### config.mk
export PLATFORM = sky130hd
export DESIGN_NAME = dds_wave_analyzer
export DESIGN_NICKNAME = d
export VERILOG_FILES = /design/src/rtl/dds_wave_analyzer.sv
export SDC_FILE = /design/constraint.sdc
export NUM_CORES = 1
export LEC_CHECK = 0
export BUFFER_PORTS_ARGS = -buffer_cell sky130_fd_sc_hd__buf_2
export CAP_MARGIN = 20
export CORE_ASPECT_RATIO = 0.9
export CORE_MARGIN = 10
export CORE_UTILIZATION = 45
export CTS_BUF_LIST = sky130_fd_sc_hd__clkbuf_2
export DETAILED_ROUTE_END_ITERATION = 6
export GPL_ROUTABILITY_DRIVEN = 1
export HOLD_SLACK_MARGIN = 0.02
export PLACE_DENSITY_LB_ADDON = 0.12
export SLEW_MARGIN = 20
export SYNTH_ARGS = -nofsm -noshare
export SYNTH_HDL_FRONTEND = slang
export SYNTH_SLANG_ARGS = --single-unit
export TNS_END_PERCENT = 20
### constraint.sdc
create_clock -name clk_in -period 2.96 [get_ports clk_in]
set_input_delay 0.592 -clock clk_in [delete_from_list [all_inputs] [get_ports clk_in]]
set_output_delay 0.592 -clock clk_in [all_outputs]
set_load 0.05 [all_outputs]
### src/rtl/dds_wave_analyzer.sv
// Measures period, half peak-to-peak amplitude and equivalent tuning word of a
// signed 12-bit sample stream using hysteresis crossings and a serial divider.
module dds_wave_analyzer #(
  parameter int HYST = 64,
  parameter int PW   = 16
) (
  input  logic          clk_in,
  input  logic          rst_n_in,
  input  logic          enable_in,
  input  logic [11:0]   sample_in,
  output logic [PW-1:0] period_out,
  output logic [11:0]   amp_out,
  output logic [11:0]   ftw_out,
  output logic          valid_out,
  output logic          busy_out,
  output logic          timeout_out
);
  typedef enum logic [1:0] {IDLE, ARM, MEASURE} state_t;

  localparam logic [PW-1:0]      CNT_LAST = PW'((1 << PW) - 2);
  localparam logic signed [11:0] HI       = 12'(HYST);
  localparam logic signed [11:0] LO       = 12'(-HYST);

  state_t             state, state_next;
  logic signed [11:0] s;
  logic               armed;
  logic [PW-1:0]      cnt;
  logic signed [11:0] max_r, min_r;
  logic               busy;
  logic [3:0]         div_it;
  logic [PW-1:0]      div_d, div_rem, rem_next;
  logic [12:0]        div_dvd, div_q, q_next;
  logic [PW:0]        trial;
  logic               ge;
  logic [12:0]        diff;
  logic [11:0]        amp_new, amp_hold;
  logic               measuring, qual, open_edge, close_edge;
  logic               timeout_hit, div_done, accept;

  assign s          = sample_in;
  assign measuring  = (state == ARM) || (state == MEASURE);
  assign qual       = measuring && armed && (s >= HI);
  assign open_edge  = qual && (state == ARM);
  assign close_edge = qual && (state == MEASURE);
  // A crossing outranks a timeout that lands on the same edge.
  assign timeout_hit = measuring && !qual && (cnt == CNT_LAST);
  assign div_done    = busy && (div_it == 4'd12);
  assign accept      = close_edge && (!busy || div_done);

  assign diff     = 13'(max_r) - 13'(min_r);
  assign amp_new  = 12'(diff >> 1);
  assign trial    = {div_rem, div_dvd[12]};
  assign ge       = trial >= {1'b0, div_d};
  assign rem_next = ge ? PW'(trial - {1'b0, div_d}) : PW'(trial);
  assign q_next   = {div_q[11:0], ge};
  assign busy_out = busy;

  always_ff @(posedge clk_in or negedge rst_n_in) begin
    if (!rst_n_in) state <= IDLE;
    else           state <= state_next;
  end

  always_comb begin
    state_next = state;
    if (!enable_in) begin
      state_next = IDLE;
    end else begin
      case (state)
        IDLE:    state_next = ARM;
        ARM:     if (open_edge) state_next = MEASURE;
        MEASURE: if (timeout_hit) state_next = ARM;
        default: state_next = IDLE;
      endcase
    end
  end

  always_ff @(posedge clk_in or negedge rst_n_in) begin
    if (!rst_n_in) begin
      armed       <= 1'b0;
      cnt         <= '0;
      max_r       <= '0;
      min_r       <= '0;
      busy        <= 1'b0;
      div_it      <= '0;
      div_d       <= '0;
      div_rem     <= '0;
      div_dvd     <= '0;
      div_q       <= '0;
      amp_hold    <= '0;
      period_out  <= '0;
      amp_out     <= '0;
      ftw_out     <= '0;
      valid_out   <= 1'b0;
      timeout_out <= 1'b0;
    end else if (!enable_in) begin
      armed     <= 1'b0;
      cnt       <= '0;
      max_r     <= '0;
      min_r     <= '0;
      busy      <= 1'b0;
      div_it    <= '0;
      valid_out <= 1'b0;
    end else begin
      valid_out <= 1'b0;

      if (state == IDLE || timeout_hit) begin
        armed <= 1'b0;
        cnt   <= '0;
      end else begin
        if (qual)          armed <= 1'b0;
        else if (s <= LO)  armed <= 1'b1;
        cnt <= qual ? '0 : cnt + 1'b1;
      end

      // The crossing sample opens the window, so it seeds both peaks.
      if (qual) begin
        max_r <= s;
        min_r <= s;
      end else if (state == MEASURE) begin
        if (s > max_r) max_r <= s;
        if (s < min_r) min_r <= s;
      end

      if (accept) begin
        busy     <= 1'b1;
        div_d    <= cnt + 1'b1;
        div_rem  <= '0;
        div_dvd  <= 13'h1000;
        div_q    <= '0;
        div_it   <= '0;
        amp_hold <= amp_new;
      end else if (busy) begin
        div_rem <= rem_next;
        div_dvd <= {div_dvd[11:0], 1'b0};
        div_q   <= q_next;
        div_it  <= div_it + 4'd1;
        if (div_done) busy <= 1'b0;
      end

      if (div_done) begin
        valid_out  <= 1'b1;
        period_out <= div_d;
        amp_out    <= amp_hold;
        ftw_out    <= q_next[12] ? 12'hFFF : q_next[11:0];
      end

      if (timeout_hit)   timeout_out <= 1'b1;
      else if (div_done) timeout_out <= 1'b0;
    end
  end
endmodule

==> out/qor.yml, run 1 <==
clock_skew_ps: 57.9
hold_class: "in2reg"
relSlewSlack_pct: 54.4
grtUsageTotal_pct: 17.3
synth_top_area_cell: "dfrtp_1"
synthAdderAreaFrac_pct: 8.94
yosys.cell_types.count: 71
cellLeakagePower_nw: 4.43
setup_ws_ps: 311
cts_setup_buffers: 0
cts_buffers: 17
dp_hpwl_um: 15600
grt_overflow_total: 0
fin_crit_sh_pct: 89.5
seq_area_frac_synth_pct: 43.7
drt_iter0_markers: 462
synth_top_area_share_pct: 43.7
status: "finished, final reports clean"
critical_path_class: "reg2reg"
synthMuxAreaShare_pct: 3.49
postCtsHoldBufs: 1
nets: 1030
layout.cells.most_common_list: "147 x dfrtp_1, 123 x nand2_1, 68 x nor2_1"
final_area_um2: 9400
worstPathArrival_ps: 3250
drc_errors: 0
synth_xor_area_share_pct: 3.43
antenna_found_initial: 1
fill_cells: 1738
synthFlopType: "dfrtp_1"
antenna_violating_nets_post_route: 0
rows: 47
yosys_warnings: 0
dr_total_vias: 6679
worst_path_largest_cell_delay_ps: 480
clock_path_buffers: 2
yosys-top-cells-area: "dfrtp_1 44%, ha_1 8.5%, nand2_1 5.5%, o21ai_0 3.5%, nor2_1 3.0%"
max_freq_mhz: 377
placed_area_um2: 9070
ff2ff_path_depth: 8
path_max_fanout: 12
die-height_um: 150
syn_avg_cell_area_um2: 9.39
io_buffers: 57
htree_levels: 4
pre_cts_ws_ps: 150
grt_start_max_net_pins: 58
wire_per_inst_um: 17.1
hold_depth: 3
async_reset_ff_share_pct: 100
setup_viol: 0
path_cells: "inv_1 -> ha_1 -> nand2_1 -> a211oi_4 -> nor2b_1 -> o21ai_1 -> buf_4 -> mux2i_1"
required_ps: 3560
dieArea_um2: 24600
crit_path_start_kind: "flop"
ir_worst_vdd_v: 0.000277
hold_violations: 0
cts_tree: "built"
core_area_um2: 18400
fin_crit_ps: 2650
mostFrequentLayoutCell: "dfrtp_1"
synth_edf_count: 0
worstSkewPairLatency_ps: 720
synthSimpleGateAreaFrac_pct: 17.1
root_buffer: "clkbuf_2"
clock_sinks: 147
grt_pass1_vias: 6300
synthCells: 897
drive_above_1_share_pct: 15.5
syn_nets: 971
synth_top_family_by_area: "compound AO/OA/AOI/OAI gates"
synth_compound_area_share_pct: 18.7
areaGrowthSynthToFinish_pct: 11.6
max-cap-violations: 0
path_clk_slew_ps: 260
syn_area_um2: 8420
tightest_slew_ps: 680
synth_seq_cells: 147
cp-end-kind: "flop"
grt_pass1_wl_um: 34100
cp_slowest_cell: "a211oi_4"
ioPinCount: 58
wirelength_um: 20800
rsz0062_at_grt: "no"
die_w_um: 164
setup_tns_ps: 0
vias_per_cell: 5.49
first_pass_iters: 5
p_per_area_nw_per_um2: 437
initial_core_util_pct: 45.8
gp_congestion: 0.849
drv_slew: 0
cts_resized: 0
==> worst max-delay path, delay by kind of cell, from the launching register on <==
family                     cells  cell delay (ps)
AOI/OAI and AO/OA              2              830
muxes                          1              220
buffers and inverters          2              360
adders and majority gates      1              370
and+or+nand+nor                2              340
DFF                            1              440
==> through the flow <==
stage	utilization [%]	power, mW	hold slack, ps	cells
finish	51.1	4.10	169	1216
global route	51.1	4.32	51.9	1216
CTS	51.0	4.15	86.3	1213
detailed placement	49.3	2.71	464	1181
global placement	49.3	2.70	458	1181
floorplan	-	2.51	296	897
==> Yosys cell counts (all sizes together) (17+ instances only) <==
master  count
a21oi      44
nor3       23
o21ai      65
ha         57
nand2     123
nor2       69
xor2       17
clkbuf     27
o211ai     17
dfrtp     147
nand3      22
mux2       19
inv        56
==> final cells by class <==
class | count | area, um^2 | share of cell area (%)
inverters | 57 | 214 | 2.28
well taps | 245 | 307 | 3.26
clock inverters | 14 | 225 | 2.40
diodes | 3 | 7.51 | 0.0799
clock buffers | 17 | 85.1 | 0.905
flip-flops and latches | 147 | 3680 | 39.1
multi-input cells | 651 | 4370 | 46.5
repair buffers | 82 | 507 | 5.39
==> worst paths after layout <==
| check | start | endpoint | slack (ps) |
|---|---|---|---|
| max | state[0]$_DFFE_PN0P_ | max_r[2]$_DFFE_PN0P_ | 310 |
| min | sample_in[0] | min_r[0]$_DFFE_PN0P_ | 170 |
| max reg2reg | state[0]$_DFFE_PN0P_ | max_r[2]$_DFFE_PN0P_ | 310 |
| min reg2reg | period_out[11]$_DFFE_PN0P_ | period_out[11]$_DFFE_PN0P_ | 500 |
| max in group asynchronous | rst_n_in | amp_hold[11]$_DFFE_PN0P_ | 1830 |
| min in group asynchronous | rst_n_in | amp_out[4]$_DFFE_PN0P_ | 400 |
==> state kept, by name (all words and copies together), names as in the netlist, 2 cells and up <==
signal and cells:
amp_hold 12, amp_out 12, cnt 16, div_d 16
div_it 4, div_q 12, div_rem 16, ftw_out 12
max_r 12, min_r 12, period_out 16, state 2
==> cells by family (layout without fill, tap and decap cells) <==
logic type | Yosys count | after routing
xor+xnor | 33 | 33
flops | 147 | 147
fa+ha+maj | 59 | 59
simple gates | 308 | 308
buf+inv | 99 | 170
mux | 27 | 27
compound gates | 224 | 224
other cells | 0 | 3
==> per-layer routing <==
layer / vias to the layer above / track usage [%] / wire, um
met3: 11 / 3.54 / 1030
met1: 3217 / 26.4 / 10800
met4: 0 / 4.11 / 147
li1: 3316 / - / -
met2: 135 / 24.1 / 8850
met5: - / 0 / 0
==> power breakdown <==
part,internal [mW],switching [mW]
Sequential,2.05,0.0376
Clock,0.647,0.777
Combinational,0.229,0.358
Total,2.93,1.17
Power figures use the tool's default switching activity.
==> run 2, diff against run 1 <==
Settings changed: CORE_UTILIZATION 45 to 60, HOLD_SLACK_MARGIN 0.02 to not set, PLACE_DENSITY set to 0.82, PLACE_DENSITY_LB_ADDON 0.12 to not set.
==> run 2 against run 1 <==
Against the previous run:
- sequential share of layout area increased by 0.97 points
- core utilization rose by 15 points
- critical path type unchanged
- largest power group unchanged
- hold slack got worse by 8.6 ps
- total power down 12%
- clock skew shrank 14 ps
- non-clock buffer count shrank 2
- combinational power fell by 1%
- fmax increased by 4.0%
- global-route usage rose by 2.9 points
- first-iteration DRC count rose by 50%
- critical path depth decreased by 1
- largest cell class unchanged
==> out/qor.yml, run 2 (synthesis results as in run 1) <==
status: "finished, final reports clean"  # unchanged
die-height_um: 132  # was 150 um
worstPathArrival_ps: 3210  # was 3250 ps
rsz0062_at_grt: "no"  # unchanged
mostFrequentLayoutCell: "dfrtp_1"  # unchanged
setup_viol: 0  # unchanged
seqPwrFrac_pct: 57.7  # was 51.0%
drc_errors: 0  # unchanged
drt_iter0_markers: 693  # was 462
tightest_slew_ps: 646  # was 680 ps
max_freq_mhz: 392  # was 377 MHz
p_per_area_nw_per_um2: 395  # was 437 nW/um^2
hold_class: "in2reg"  # unchanged
gp_congestion: 0.904  # was 0.849
cp-end-kind: "flop"  # unchanged
clock_path_buffers: 2  # unchanged
grt_pass1_vias: 6391  # was 6300
first_pass_iters: 6  # was 5
critical_path_class: "reg2reg"  # unchanged
grtUsageTotal_pct: 20.2  # was 17.3%
path_clk_slew_ps: 220  # was 260 ps
grt_overflow_total: 0  # unchanged
r2r-start: "div_rem[7]$_DFFE_PN0P_"  # was state[0]$_DFFE_PN0P_
fill_cells: 1157  # was 1738
min_from: "sample_in[11]"  # was sample_in[0]
areaGrowthSynthToFinish_pct: 8.85  # was 11.6%
p_int_mw: 2.50  # was 2.93 mW
fin_crit_ps: 2550  # was 2650 ps
cts_resized: 0  # unchanged
vias_per_cell: 5.87  # was 5.49
hold_violations: 0  # unchanged
dp_hpwl_um: 14400  # was 15600 um
max-cap-violations: 0  # unchanged
htree_levels: 4  # unchanged
dp_cells: 1127  # was 1181
clockPowerShare_pct: 26.3  # was 34.7%
cts_tree: "built"  # unchanged
dr_total_vias: 6815  # was 6679
ir_worst_vdd_v: 0.000257  # was 0.000277 V
ioPinCount: 58  # unchanged
grt_start_max_net_pins: 71  # was 58
cellLeakagePower_nw: 4.35  # was 4.43 nW
crit_path_start_kind: "flop"  # unchanged
nets: 1028  # was 1030
root_buffer: "clkbuf_2"  # unchanged
initial_core_util_pct: 60.6  # was 45.8%
required_ps: 3630  # was 3560 ps
worstSkewPairLatency_ps: 750  # was 720 ps
final_cells: 1161  # was 1216
layout.cells.most_common_list: "147 x dfrtp_1, 123 x nand2_1, 68 x nor2_1"  # unchanged
die_w_um: 145  # was 164 um
dieArea_um2: 19200  # was 24600 um^2
antenna_found_initial: 1  # unchanged
relSlewSlack_pct: 56.9  # was 54.4%
wirelength_um: 19100  # was 20800 um
clock_sinks: 147  # unchanged
switching_share_pct: 31.0  # was 28.6%
io_buffers: 57  # unchanged
cts_buffers: 17  # unchanged
pre_cts_ws_ps: 243  # was 150 ps
setup_ws_ps: 412  # was 311 ps
drive_above_1_share_pct: 15.1  # was 15.5%
clock_skew_ps: 44.2  # was 57.9 ps
setup_tns_ps: 0  # unchanged
path_max_fanout: 9  # was 12
p_comb_share_pct: 16.0  # was 14.3%
antenna_violating_nets_post_route: 0  # unchanged
fin_crit_sh_pct: 86.1  # was 89.5%
startpoint: "div_rem[7]$_DFFE_PN0P_"  # was state[0]$_DFFE_PN0P_
p_switching_mw: 1.12  # was 1.17 mW
wire_per_inst_um: 16.4  # was 17.1 um
grt_pass1_wl_um: 32400  # was 34100 um
drv_slew: 0  # unchanged
core_area_um2: 13900  # was 18400 um^2
rows: 41  # was 47
==> run 2: changes by cell type in the layout (fill, tap and decap cells not counted), sizes merged <==
| cell | previous run | this run |
|---|---|---|
| diode | 3 | 1 |
| buf | 81 | 79 |
| clkinvlp | 3 | 5 |
| inv | 60 | 58 |
| clkinv | 3 | 7 |
| bufinv | 5 | 0 |
| clkbuf | 17 | 19 |
==> run 2: what timing repair did <==
item / 4_1_cts / 5_1_grt
hold endpoints to repair: 66 / 0
setup buffers: 0 / 0
hold buffers: 1 / 0
==> run 2: final cells by class <==
| class | count | area, um^2 | area share (%) |
|---|---|---|---|
| Sequential cell | 147 | 3680 | 40.1 |
| Inverter | 57 | 214 | 2.33 |
| Antenna cell | 1 | 2.50 | 0.0273 |
| Multi-Input combinational cell | 651 | 4370 | 47.7 |
| Clock buffer | 19 | 95.1 | 1.04 |
| Clock inverter | 13 | 85.1 | 0.928 |
| Timing Repair Buffer | 80 | 479 | 5.23 |
| Tap cell | 193 | 241 | 2.63 |
==> run 2: stage by stage <==
step	area (um^2)	power (mW)	hold WS (ps)	util [%]
finish	9170	3.62	161	66.0
global route	9170	3.83	102	66.0
CTS	9170	3.64	115	65.9
detailed placement	8980	2.70	466	64.6
global placement	8980	2.68	458	64.6
floorplan	8420	2.51	296	-
==> run 2: path summary, 6_finish.rpt <==
check | end | slack [ps] | cells after the start
setup / recovery | div_rem[9]$_DFFE_PN0P_ | 410 | 7
hold / removal | min_r[11]$_DFFE_PN0P_ | 160 | 3
setup reg to reg | div_rem[9]$_DFFE_PN0P_ | 410 | 7
hold reg to reg | period_out[11]$_DFFE_PN0P_ | 500 | 2
max in group asynchronous | cnt[11]$_DFF_PN0_ | 1840 | 3
min in group asynchronous | cnt[7]$_DFF_PN0_ | 400 | 2
==> run 2: power by group through the flow <==
stage	registers, mW	clock network [mW]	logic, mW
2_1_floorplan	2.11	0	0.397
3_3_place_gp	2.12	0	0.562
3_5_place_dp	2.12	0	0.572
4_1_cts	2.09	0.975	0.576
5_1_grt	2.10	1.07	0.657
6_report	2.09	0.952	0.579
==> run 2: per-layer routing <==
layer | track usage (%) | up-vias | wire length (um)
met2 | 29.7 | 217 | 8430
met4 | 5.90 | 0 | 243
met1 | 29.1 | 3249 | 9180
li1 | - | 3324 | -
met5 | 0 | - | 0
met3 | 4.57 | 25 | 1210
==> run 2: worst max-delay path, stage by stage (launching register included) <==
cell      delay [ps]
dfrtp_1          480
ha_1             400
a21oi_1          320
o21ai_0          200
nor2_1           160
a211oi_2          90
or2_0            430
a311o_1          390
